**src/rtl/rsa_mod_prod.sv**
```systemverilog
// rtl/rsa_mod_prod.sv - (a * 2^K) mod n pre-transform via bit-serial shift-and-subtract
module rsa_mod_prod #(
  parameter int W = 256,
  parameter int K = 256
) (
  input  logic         i_clk,
  input  logic         i_rst,
  input  logic         i_start,
  input  logic [W-1:0] i_a,
  input  logic [W-1:0] i_n,
  output logic [W-1:0] o_result,
  output logic         o_finished,
  output logic         o_busy,
  output logic         o_err
);
  localparam int CW = $clog2(W + K + 1);
  localparam logic [CW-1:0] C_HORNER = CW'(W);
  localparam logic [CW-1:0] C_LAST   = CW'(W + K - 1);

  typedef enum logic [1:0] {S_IDLE, S_RUN, S_DONE} state_t;
  state_t state, state_nxt;

  logic [W-1:0]  a_q, n_q, r_q;
  logic [CW-1:0] c_q;
  logic [W:0]    t, t_red;
  logic          in_bit, n_zero, unused_t_msb;

  assign n_zero = (i_n == '0);
  // a_q shifts left every step, so its MSB is a[W-1-c] throughout the Horner phase.
  assign in_bit = (c_q < C_HORNER) ? a_q[W-1] : 1'b0;
  assign t      = {r_q, in_bit};
  // r < n keeps t < 2n, so the reduced value always fits back into W bits.
  assign t_red  = (t >= {1'b0, n_q}) ? t - {1'b0, n_q} : t;
  assign unused_t_msb = t_red[W];

  assign o_finished = (state == S_DONE);

  always_ff @(posedge i_clk or negedge i_rst) begin
    if (!i_rst) state <= S_IDLE;
    else        state <= state_nxt;
  end

  always_comb begin
    state_nxt = state;
    case (state)
      S_IDLE:  if (i_start) state_nxt = n_zero ? S_DONE : S_RUN;
      S_RUN:   if (c_q == C_LAST) state_nxt = S_DONE;
      S_DONE:  state_nxt = S_IDLE;
      default: state_nxt = S_IDLE;
    endcase
  end

  always_ff @(posedge i_clk or negedge i_rst) begin
    if (!i_rst) begin
      a_q      <= '0;
      n_q      <= '0;
      r_q      <= '0;
      c_q      <= '0;
      o_result <= '0;
      o_busy   <= 1'b0;
      o_err    <= 1'b0;
    end else begin
      case (state)
        S_IDLE: begin
          if (i_start) begin
            o_busy <= 1'b1;
            o_err  <= n_zero;
            if (n_zero) begin
              o_result <= '0;
            end else begin
              a_q <= i_a;
              n_q <= i_n;
              r_q <= '0;
              c_q <= '0;
            end
          end
        end
        S_RUN: begin
          r_q <= t_red[W-1:0];
          a_q <= a_q << 1;
          c_q <= c_q + 1'b1;
          if (c_q == C_LAST) o_result <= t_red[W-1:0];
        end
        S_DONE: o_busy <= 1'b0;
        default: ;
      endcase
    end
  end
endmodule

```
**config.mk**
```make
export PLATFORM = sky130hd
export DESIGN_NAME = rsa_mod_prod
export DESIGN_NICKNAME = d
export VERILOG_FILES = /design/src/rtl/rsa_mod_prod.sv
export SDC_FILE = /design/constraint.sdc
export NUM_CORES = 2
export LEC_CHECK = 0
export CELL_PAD_IN_SITES_DETAIL_PLACEMENT = 1
export CELL_PAD_IN_SITES_GLOBAL_PLACEMENT = 2
export CORE_ASPECT_RATIO = 0.8
export CORE_MARGIN = 2
export CORE_UTILIZATION = 37
export DETAILED_ROUTE_END_ITERATION = 7
export HOLD_SLACK_MARGIN = 0.03
export PLACE_DENSITY = 0.86
export SYNTH_ARGS = -nofsm -noshare
export SYNTH_HDL_FRONTEND = slang
export SYNTH_SLANG_ARGS = --single-unit
```
**constraint.sdc**
```tcl
create_clock -name i_clk -period 8.9 [get_ports i_clk]
set_input_delay 1.78 -clock i_clk [delete_from_list [all_inputs] [get_ports i_clk]]
set_output_delay 1.78 -clock i_clk [all_outputs]
set_load 0.01 [all_outputs]
```
==> flow_summary.ini <==
[routing]
drt_iter0_drc = 5248
via_count = 59500
wire_per_inst_um = 28.6
dr.pass1.iters = 5
drtAntennaViolNets = 0
wirelength_um = 293000
routed_via_density = 5.81
route.detailed.drc = 0

[die]
die-height_um = 375
ios = 774
chipWidth_um = 468
die_area_um2 = 176000
start_util_pct = 37.2
rows = 136
coreArea_um2 = 172000

[finish]
area_delta_synth_final_pct = 21.6
fillers = 19900
seqCellArea_um2 = 26000
multi_input_area_um2 = 34800
final_nets = 8634
stdcell_count = 10200
drive_gt1_share_pct = 8.10

[setup_path]
cpMostUsedCell = a21oi_1
path_max_fanout = 8
arrival_ps = 7430
required_ps = 9540
start_kind = flip-flop
crit_path_cell_trace = inv_1, ha_1, a21oi_1, o21ai_0, a21oi_1, o31ai_1, a21oi_1, o21bai_1, a221oi_1, nand3_1, a221o_1, a31o_2, a21o_1, xor2_1, a22oi_1, o21ai_1
cpPeakStageDelay_ps = 1050
path_delay_family = compound AO/OA/AOI/OAI gates
slowest_stage = a221oi_1
crit_buf_inv = 1
crit_type = reg2reg
cp-end-kind = flip-flop

[synthesis]
synth_cells = 7329
syn_area_um2 = 63800
syn_area_per_cell_um2 = 8.70
yosys_warnings = 0
yosys_register_bits = 1038
syn_nets = 8102
synth_cell_types = 105
synth_ff_type = dfrtp_1
yosysTopAreaCellShare_pct = 40.7
synthTopCellsByArea = dfrtp_1, nand2_1, o21ai_0, mux2i_1, ha_1
ys_seq_area_share_pct = 40.7
yosys.area.top_type = dfrtp_1
synthArstFlopShare_pct = 100
synth_enable_flop_cells = 0

[global_route]
grt_use_total_pct = 32.5
grt-busiest-layer = met2
grt_use_met1_pct = 47.4
grt_pass1_wl_um = 425000
use_met3_pct = 5.46
grt_max_degree = 168
use_met2_pct = 49.4
first_global_vias = 61200
antenna_found_initial = 25
gr-total-overflow = 0

[timing]
setup-tns-final_ps = 0
finalClockSkew_ps = 55.3
max_freq_mhz = 147
hold_violations = 0
tightestPinTransition_ps = 1270
setup_viol = 0
slew_headroom_pct = 14.8
period_share_pct = 76.2
slew_viol_final = 0
rsz0062_at_grt = no
fin_crit_ps = 6780

[cts]
hold_buffers = 0
cts_tree = yes
cts_buffers = 113
cts_resized = 0
clock_sinks = 1038
cts-root-buf = clkbuf_16
clk_pin_slew_ps = 60
clock_latency_ps = 800
cts_setup_buffers = 0
clock_path_buffers = 3
cts_max_level = 3

[power_and_ir_drop]
peakVddDrop_v = 0.000347
power_leakage_nw = 33.8
power_density_nw_per_um2 = 428

[placed_design]
gp_congestion = 0.976
port_buffers = 773
dp_cells = 10000
dpl.hpwl_um = 234000

[run]
maxCapViolCount = 0

[min_path]
worst_hold_path_type = reg2reg

[outcome]
status = complete, no violations
-- power by group --
group / internal [mW] / switching, mW
combinational: 6.48 / 14.0
clock: 2.90 / 2.20
sequential: 6.38 / 1.16
-- logic make-up after synthesis --
| kind of cell | after synthesis | share of synthesized area (%) |
|---|---|---|
| adders and majority gates | 258 | 5.07 |
| DFF | 1038 | 40.7 |
| and+or+nand+nor | 2219 | 15.4 |
| xor gates and xnor gates | 256 | 3.52 |
| muxes | 620 | 10.2 |
| buffers and inverters | 772 | 4.82 |
| AOI/OAI and AO/OA | 2166 | 20.2 |
-- layout make-up --
class	count	share of cell area, %
Tap cell	2277	3.68
Clock inverter	48	0.888
Antenna cell	12	0.0387
Inverter	335	1.62
Sequential cell	1038	33.5
Clock buffer	161	4.22
Timing Repair Buffer	854	11.1
Multi-Input combinational cell	5519	44.9
-- registers in the layout, summed over array words and instances, names as in the netlist --
name	flops
a_q	256
c_q	10
n_q	256
o_busy	1
o_err	1
o_result	256
r_q	256
state	2
-- routing by layer --
layer  part of all wire (%)  vias up
li1                       -    27100
met1                     47    30500
met2                     44     1638
met3                    6.1      336
met4                    3.0       12
met5                  0.027        -
-- final timing paths --
| kind | from | to | slack (ps) | depth (start not counted) |
|---|---|---|---|---|
| worst max-delay path | n_q[67] | o_result[140] | 2120 | 16 |
| worst min-delay path | o_result[19] | o_result[19] | 480 | 2 |
| worst max register to register | n_q[67] | o_result[140] | 2120 | 16 |
| worst min register to register | o_result[19] | o_result[19] | 480 | 2 |
| max in group asynchronous | i_rst | o_result[135] | 5970 | 3 |
| min in group asynchronous | i_rst | a_q[148] | 960 | 1 |
-- cells in the final DEF (no fill, tap or decap), drive strengths merged, types with 19 or more instances in the layout --
master / n
o21bai: 82
a21o: 86
xnor2: 148
nand4: 194
mux2: 260
nor2: 394
and4: 23
o31ai: 146
and2: 23
o21ai: 924
buf: 82
xor2: 108
o21a: 41
nand3: 62
nand2: 1221
nor4: 102
a221oi: 19
clkbuf: 161
and3: 19
a21boi: 28
clkdlybuf4s50: 772
a21oi: 601
a31oi: 36
nor3: 88
ha: 257
o211ai: 33
mux2i: 360
inv: 341
dfrtp: 1038
a22oi: 33
or2: 30
clkinv: 27
-- tightest hold or removal path, stage by stage, from the launching register on --
cell and delay [ps]:
dfrtp_1 330, nand2_1 50, o31ai_1 60
-- synthesized netlist by cell type (all sizes together) (30+ instances only) --
master,count
nand2,1221
dfrtp,1038
o21ai,924
a21oi,601
nor2,394
mux2i,360
inv,334
clkbuf,321
mux2,260
ha,257
nand4,194
xnor2,148
o31ai,146
buf,116
xor2,108
nor4,102
nor3,88
a21o,86
o21bai,82
nand3,62
o21a,41
a31oi,36
a22oi,33
o211ai,33
or2,30
-- metrics by stage --
| step | power (mW) | area (um2) | hold WS, ps | setup WS [ps] | util (%) |
|---|---|---|---|---|---|
| 2_1_floorplan | 19.9 | 63800 | 450 | 4520 | - |
| 3_3_place_gp | 27.2 | 73400 | 460 | 889 | 42.8 |
| 3_5_place_dp | 27.6 | 73500 | 465 | 1900 | 42.9 |
| 4_1_cts | 32.8 | 77500 | 478 | 2490 | 45.2 |
| 5_1_grt | 35.1 | 77500 | 495 | 1980 | 45.2 |
| 6_report | 33.2 | 77500 | 476 | 2120 | 45.2 |
No activity file was read; power rests on OpenSTA's default activity.
